## src/rtl/ram_boot_loader_pkg.sv

```systemverilog
// Shared types and defaults for the ram boot loader: state encoding, bus
// widths and the read/write level helper.
package ram_boot_loader_pkg;

  typedef enum logic [1:0] {
    ST_IDLE  = 2'd0,
    ST_LOAD  = 2'd1,
    ST_FLUSH = 2'd2,
    ST_RUN   = 2'd3
  } state_t;

  localparam int   ADDR_W_DEF   = 8;
  localparam int   DATA_W_DEF   = 8;
  localparam int   IWORD_W_DEF  = 16;
  localparam int   LOAD_LEN_DEF = 256;
  localparam logic RW_WRITE_DEF = 1'b0;

  // The read level is always the opposite of the write level.
  function automatic logic rw_read_level(input logic rw_write);
    return ~rw_write;
  endfunction

endpackage

```

## src/rtl/ram_boot_loader_if.sv

```systemverilog
// Bus bundle around the boot loader: byte stream in, processor side, ram side.
// slave = the loader, master = whatever surrounds it (processor, ram, stream).
interface ram_boot_loader_if
  import ram_boot_loader_pkg::*;
#(
  parameter int ADDR_W  = ADDR_W_DEF,
  parameter int DATA_W  = DATA_W_DEF,
  parameter int IWORD_W = IWORD_W_DEF
) ();

  logic               boot_skip;
  // Stream handshake: a byte moves on every rising edge where ld_valid and
  // ld_ready are both high; ld_data/ld_last are only meaningful with ld_valid,
  // and ld_ready never depends on ld_valid in the same cycle.
  logic               ld_valid;
  logic [DATA_W-1:0]  ld_data;
  logic               ld_last;
  logic               ld_ready;
  logic [ADDR_W-1:0]  cpu_adrs;
  logic [DATA_W-1:0]  cpu_dout;
  logic               cpu_rw;
  logic [IWORD_W-1:0] cpu_din;
  logic               cpu_run;
  logic [ADDR_W-1:0]  ram_adrs;
  logic [DATA_W-1:0]  ram_din;
  logic               ram_rw;
  logic [IWORD_W-1:0] ram_dout;
  logic [ADDR_W:0]    load_cnt;

  modport slave (
    input  boot_skip, ld_valid, ld_data, ld_last,
    input  cpu_adrs, cpu_dout, cpu_rw, ram_dout,
    output ld_ready, cpu_din, cpu_run, ram_adrs, ram_din, ram_rw, load_cnt
  );

  modport master (
    output boot_skip, ld_valid, ld_data, ld_last,
    output cpu_adrs, cpu_dout, cpu_rw, ram_dout,
    input  ld_ready, cpu_din, cpu_run, ram_adrs, ram_din, ram_rw, load_cnt
  );

endinterface

```

## src/rtl/ram_boot_loader.sv

```systemverilog
// Boot loader: fills ram from a byte stream at ascending addresses while the
// processor is held, then passes the memory bus straight through to it.
module ram_boot_loader
  import ram_boot_loader_pkg::*;
#(
  parameter int   ADDR_W   = ADDR_W_DEF,
  parameter int   DATA_W   = DATA_W_DEF,
  parameter int   IWORD_W  = IWORD_W_DEF,
  parameter int   LOAD_LEN = LOAD_LEN_DEF,
  parameter logic RW_WRITE = RW_WRITE_DEF
) (
  input  logic             clk,
  input  logic             clr,
  ram_boot_loader_if.slave bus,
  output state_t           dbg_state
);

  localparam logic              RW_READ   = rw_read_level(RW_WRITE);
  localparam logic [ADDR_W-1:0] LAST_ADDR = ADDR_W'(LOAD_LEN - 1);
  localparam logic [ADDR_W:0]   MAX_CNT   = (ADDR_W + 1)'(LOAD_LEN);

  state_t            state_q, state_d;
  logic [ADDR_W-1:0] addr_q;
  logic [ADDR_W:0]   cnt_q;
  logic              wr_pend_q;
  logic [ADDR_W-1:0] wr_adrs_q;
  logic [DATA_W-1:0] wr_data_q;
  logic              accept;
  logic              last_accept;

  assign accept      = bus.ld_valid & (state_q == ST_LOAD);
  assign last_accept = accept & (bus.ld_last | (addr_q == LAST_ADDR));

  always_ff @(posedge clk) begin
    if (clr) state_q <= ST_IDLE;
    else     state_q <= state_d;
  end

  always_comb begin
    state_d = state_q;
    case (state_q)
      ST_IDLE:  state_d = bus.boot_skip ? ST_RUN : ST_LOAD;
      ST_LOAD:  if (last_accept) state_d = ST_FLUSH;
      ST_FLUSH: state_d = ST_RUN;
      default:  state_d = ST_RUN;
    endcase
  end

  // Write pipeline: an accepted byte is driven to ram the cycle after it is
  // taken, and counted on the edge where ram commits it.
  always_ff @(posedge clk) begin
    if (clr) begin
      addr_q    <= '0;
      cnt_q     <= '0;
      wr_pend_q <= 1'b0;
      wr_adrs_q <= '0;
      wr_data_q <= '0;
    end else begin
      wr_pend_q <= accept;
      if (accept) begin
        wr_adrs_q <= addr_q;
        wr_data_q <= bus.ld_data;
        if (addr_q != LAST_ADDR) addr_q <= addr_q + 1'b1;
      end
      if (wr_pend_q && (cnt_q != MAX_CNT)) cnt_q <= cnt_q + 1'b1;
    end
  end

  always_comb begin
    bus.ld_ready = 1'b0;
    bus.cpu_run  = 1'b0;
    bus.ram_adrs = '0;
    bus.ram_din  = '0;
    bus.ram_rw   = RW_READ;
    case (state_q)
      ST_LOAD, ST_FLUSH: begin
        bus.ld_ready = (state_q == ST_LOAD);
        bus.ram_adrs = wr_adrs_q;
        bus.ram_din  = wr_data_q;
        // clr gates the strobe so a write still in flight never reaches ram.
        bus.ram_rw   = (wr_pend_q & ~clr) ? RW_WRITE : RW_READ;
      end
      ST_RUN: begin
        bus.cpu_run  = 1'b1;
        bus.ram_adrs = bus.cpu_adrs;
        bus.ram_din  = bus.cpu_dout;
        bus.ram_rw   = bus.cpu_rw;
      end
      default: ;
    endcase
  end

  assign bus.cpu_din  = bus.ram_dout;
  assign bus.load_cnt = cnt_q;
  assign dbg_state    = state_q;

endmodule

```

## src/flat_wrapper.sv

```systemverilog
// flat-port wrapper written by rule: the top's interface ports become plain ports
module ram_boot_loader_flat import ram_boot_loader_pkg::*;
#(
  parameter int   ADDR_W   = ADDR_W_DEF,
  parameter int   DATA_W   = DATA_W_DEF,
  parameter int   IWORD_W  = IWORD_W_DEF,
  parameter int   LOAD_LEN = LOAD_LEN_DEF,
  parameter logic RW_WRITE = RW_WRITE_DEF
)
  (clk, clr, dbg_state, bus_boot_skip, bus_ld_valid, bus_ld_data, bus_ld_last, bus_cpu_adrs, bus_cpu_dout, bus_cpu_rw, bus_ram_dout, bus_ld_ready, bus_cpu_din, bus_cpu_run, bus_ram_adrs, bus_ram_din, bus_ram_rw, bus_load_cnt);
  ram_boot_loader_if #(.ADDR_W(ADDR_W), .DATA_W(DATA_W), .IWORD_W(IWORD_W)) bus_i ();
  input  logic clk;
  input  logic clr;
  output state_t dbg_state;
  input wire logic [$bits(bus_i.boot_skip)-1:0] bus_boot_skip;
  input wire logic [$bits(bus_i.ld_valid)-1:0] bus_ld_valid;
  input wire logic [$bits(bus_i.ld_data)-1:0] bus_ld_data;
  input wire logic [$bits(bus_i.ld_last)-1:0] bus_ld_last;
  input wire logic [$bits(bus_i.cpu_adrs)-1:0] bus_cpu_adrs;
  input wire logic [$bits(bus_i.cpu_dout)-1:0] bus_cpu_dout;
  input wire logic [$bits(bus_i.cpu_rw)-1:0] bus_cpu_rw;
  input wire logic [$bits(bus_i.ram_dout)-1:0] bus_ram_dout;
  output wire logic [$bits(bus_i.ld_ready)-1:0] bus_ld_ready;
  output wire logic [$bits(bus_i.cpu_din)-1:0] bus_cpu_din;
  output wire logic [$bits(bus_i.cpu_run)-1:0] bus_cpu_run;
  output wire logic [$bits(bus_i.ram_adrs)-1:0] bus_ram_adrs;
  output wire logic [$bits(bus_i.ram_din)-1:0] bus_ram_din;
  output wire logic [$bits(bus_i.ram_rw)-1:0] bus_ram_rw;
  output wire logic [$bits(bus_i.load_cnt)-1:0] bus_load_cnt;
  assign bus_i.boot_skip = bus_boot_skip;
  assign bus_i.ld_valid = bus_ld_valid;
  assign bus_i.ld_data = bus_ld_data;
  assign bus_i.ld_last = bus_ld_last;
  assign bus_i.cpu_adrs = bus_cpu_adrs;
  assign bus_i.cpu_dout = bus_cpu_dout;
  assign bus_i.cpu_rw = bus_cpu_rw;
  assign bus_i.ram_dout = bus_ram_dout;
  assign bus_ld_ready = bus_i.ld_ready;
  assign bus_cpu_din = bus_i.cpu_din;
  assign bus_cpu_run = bus_i.cpu_run;
  assign bus_ram_adrs = bus_i.ram_adrs;
  assign bus_ram_din = bus_i.ram_din;
  assign bus_ram_rw = bus_i.ram_rw;
  assign bus_load_cnt = bus_i.load_cnt;
  ram_boot_loader #(.ADDR_W(ADDR_W), .DATA_W(DATA_W), .IWORD_W(IWORD_W), .LOAD_LEN(LOAD_LEN), .RW_WRITE(RW_WRITE)) u_core (.clk(clk), .clr(clr), .bus(bus_i), .dbg_state(dbg_state));
endmodule
```

## config.mk

```make
export PLATFORM = sky130hd
export DESIGN_NAME = ram_boot_loader_flat
export DESIGN_NICKNAME = d
export VERILOG_FILES = /design/src/rtl/ram_boot_loader_pkg.sv /design/src/rtl/ram_boot_loader_if.sv /design/src/rtl/ram_boot_loader.sv /design/src/flat_wrapper.sv
export SDC_FILE = /design/constraint.sdc
export NUM_CORES = 1
export LEC_CHECK = 0
export CAP_MARGIN = 20
export CELL_PAD_IN_SITES_DETAIL_PLACEMENT = 0
export CELL_PAD_IN_SITES_GLOBAL_PLACEMENT = 1
export CORE_MARGIN = 10
export CORE_UTILIZATION = 29
export CTS_CLUSTER_SIZE = 14
export DETAILED_ROUTE_END_ITERATION = 10
export MAX_ROUTING_LAYER = met4
export PLACE_DENSITY = 0.92
export SLEW_MARGIN = 20
export SYNTH_ARGS = -nofsm -noshare
export SYNTH_HDL_FRONTEND = slang
export SYNTH_SLANG_ARGS = --single-unit
```

## constraint.sdc

```tcl
create_clock -name clk -period 2.35 [get_ports clk]
set_input_delay 0.47 -clock clk [delete_from_list [all_inputs] [get_ports clk]]
set_output_delay 0.47 -clock clk [all_outputs]
set_load 0.05 [all_outputs]
```

==> results.sh <==
export IMPL_status="finished, final reports clean"
export IMPL_grt_pass1_wl_um=8680
export IMPL_grt_overflow=0
export IMPL_worst_pin_slew_ps=508
export IMPL_hold_viol=0
export IMPL_peakVddDrop_mv=0.229
export IMPL_critPathKind="reg -> out"
export IMPL_area_growth_pct=37.7
export IMPL_synth_cell_type_count=41
export IMPL_clock_path_buffers=2
export IMPL_ant_nets=0
export IMPL_gp_congestion=0.767
export IMPL_ctsRootBufferMaster="clkbuf_8"
export IMPL_die_h_um=102
export IMPL_yosysSeqAreaShare_pct=36.8
export IMPL_clock_latency_ps=290
export IMPL_firstDrtPassIters=4
export IMPL_die_w_um=102
export IMPL_period_share_pct=93.1
export IMPL_tritoncts="done"
export IMPL_utilization_pct=41.7
export IMPL_setup_viol=0
export IMPL_slew_violations=0
export IMPL_hpwlAfterDp_um=3880
export IMPL_synth_avg_cell_area_um2=8.05
export IMPL_vias_per_cell=5.00
export IMPL_max_freq_mhz=457
export IMPL_fp_row_count=29
export IMPL_fin_tns_setup_ps=0
export IMPL_synth_async_sr_flop_share_pct=0
export IMPL_min_period_ps=2190
export IMPL_min_path_type="reg -> reg"
export IMPL_first_iter_violations=83
export IMPL_clkTransAtPathRegs_ps=80
export IMPL_pwr_share_clk_pct=29.4
export IMPL_crit_path_max_fanout=12
export IMPL_cp_arrival_ps=1720
export IMPL_fin_skew_ps=12.6
export IMPL_layout_drive_gt1_share_pct=22.3
export IMPL_synth_edff_count=0
export IMPL_antenna_cells=0
export IMPL_drcViolationCount=0
export IMPL_clkSinkCount=36
export IMPL_grt_total_usage_pct=10.4
export IMPL_dieArea_um2=10400
export IMPL_synth_top_family_by_area="simple AND/OR/NAND/NOR gates"
export IMPL_seqPwrFrac_pct=42.6
export IMPL_grt_start_max_net_pins=44
export IMPL_port_buffers=59
export IMPL_synth_cells=243
export IMPL_cts_htree_levels=2
export IMPL_cp_start_kind="flip-flop"
export IMPL_slew_headroom_pct=66.0
export IMPL_nets=336
export IMPL_rsz0062_at_grt="no"
export IMPL_synth_simple_area_share_pct=22.3
export IMPL_cellPowerDensity_nw_per_um2=559
export IMPL_leakage_nw=0.942
export IMPL_syn_area_um2=1960
export IMPL_ios=92
export IMPL_synthXorXnorAreaFrac_pct=0.895
export IMPL_switching_share_pct=33.5
export IMPL_synth_fp_nets=297
export IMPL_max_cap_violations=0
export IMPL_wl_per_cell_um=14.5
export IMPL_ys_flop_type="dfxtp_1"
export IMPL_power_internal_mw=1.00
export IMPL_vias=1800
export IMPL_start_util_pct=30.3
export IMPL_yosys_warnings=0
export IMPL_antenna_found_initial=0
export IMPL_cp_data_required_time_ps=1880
export IMPL_drt_total_wl_um=5220
export IMPL_muxShareOfSynthArea_pct=4.09
export IMPL_synth_compound_area_share_pct=20.3
export IMPL_coreArea_um2=6460
export IMPL_power_mw=1.51
export IMPL_crit_path_end_kind="output port"
export IMPL_cts_buffers=5
export IMPL_synthAdderAreaFrac_pct=5.12
export IMPL_combPwrFrac_pct=27.9
export IMPL_ys_ff_latch=36
export IMPL_first_global_vias=1757
export IMPL_p_switching_uw=504
==> cells in the mapped netlist (3+ instances only) <==
cell type / n / share of area (%)
inv_1: 5 / 0.96
o21ai_0: 4 / 1.0
nor2b_1: 3 / 0.96
a21oi_1: 25 / 6.4
nand4_1: 4 / 1.3
nor2_1: 26 / 5.0
clkbuf_1: 8 / 1.5
buf_4: 16 / 6.1
ha_1: 8 / 5.1
mux2_2: 4 / 2.3
a22oi_1: 16 / 6.1
a311oi_1: 3 / 1.3
or3_1: 4 / 1.3
nand2b_1: 5 / 1.6
dfxtp_1: 36 / 37
nand3_1: 4 / 1.0
a211oi_1: 4 / 1.5
buf_2: 6 / 1.5
nand2_1: 37 / 7.1
==> placed cells by master, fill, tap and decap left out, types with 2 or more instances in the layout <==
cell type and instances:
dfxtp_1 34, clkdlybuf4s50_1 40, nor2_4 11, nand3_1 4, mux2_2 4, ha_1 6, nand4_1 4, ha_4 2
a211oi_1 4, a21oi_1 25, nand2_1 37, nand2b_1 5, inv_1 5, dfxtp_2 2, clkbuf_8 5, nor2_2 5
buf_4 21, mux2i_1 2, xor2_1 2, nor2_1 10, buf_12 3, clkinv_2 2, a311oi_1 3, nor2b_1 3
a22oi_1 16, o21ai_0 4, or3_1 4
==> state kept, by name, summed over array words and instances, names as in the netlist <==
signal	cells
u_core.wr_pend_q	1
u_core.addr_q	8
u_core.bus.load_cnt	9
u_core.dbg_state	2
u_core.wr_adrs_q	8
u_core.wr_data_q	8
==> final timing paths <==
| kind | slack, ps | startpoint | to | depth (start not counted) |
|---|---|---|---|---|
| max | 160 | u_core.dbg_state[1] | bus_ram_din[0] | 5 |
| min | 460 | u_core.wr_data_q[7] | u_core.wr_data_q[7] | 2 |
| max reg2reg | 650 | u_core.dbg_state[1] | u_core.addr_q[0] | 5 |
| min reg2reg | 460 | u_core.wr_data_q[7] | u_core.wr_data_q[7] | 2 |
==> power by group through the flow <==
stage	Clock (mW)	Sequential (mW)	Combinational, mW
finish	0.443	0.642	0.420
global route	0.494	0.645	0.452
floorplan	0	0.671	0.316
CTS	0.457	0.642	0.417
global placement	0	0.656	0.411
detailed placement	0	0.656	0.413
==> through the flow <==
| stage | setup WS (ps) | hold slack, ps | instances | area (um2) |
|---|---|---|---|---|
| 5_1_grt | 75.2 | 481 | 360 | 2690 |
| 4_1_cts | 74.7 | 462 | 360 | 2680 |
| 6_report | 162 | 460 | 360 | 2690 |
| 3_5_place_dp | 236 | 451 | 352 | 2590 |
| 3_3_place_gp | 256 | 447 | 352 | 2590 |
| 2_1_floorplan | 51.0 | 437 | 243 | 2070 |
==> critical path: stages, from the launching register on <==
cell and delay, ps:
dfxtp_2 350, inv_1 150, ha_1 440, buf_12 240
nor2_2 60, buf_4 190
==> kinds of logic after synthesis <==
| family | count (synthesis) |
|---|---|
| xor+xnor | 2 |
| compound gates | 61 |
| mux | 7 |
| buf+inv | 37 |
| fa+ha+maj | 8 |
| simple gates | 92 |
| flops | 36 |
==> layer usage <==
layer	global-route usage [%]	vias to the layer above	wire (um)	share of wire, %
met4	3.36	0	47	0.90
li1	-	906	-	-
met1	12.2	828	2390	46
met5	-	-	0	0
met3	3.64	9	401	7.7
met2	16.4	57	2390	46
==> cell type report <==
class	instances	area [um2]
clock buffers	5	68.8
clock inverters	3	18.8
fillers	645	3760
inverters	5	18.8
multi-input cells	170	1150
flip-flops and latches	36	723
well taps	77	96.3
repair buffers	64	618
==> timing repair <==
action | in CTS | in global routing
buffers inserted | 0 | 0
endpoints found under the hold margin | 0 | 0
gates resized for setup | 1 | 1
endpoints found under the setup margin | 17 | 13
hold buffers | 0 | 0
Power figures use the tool's default switching activity.
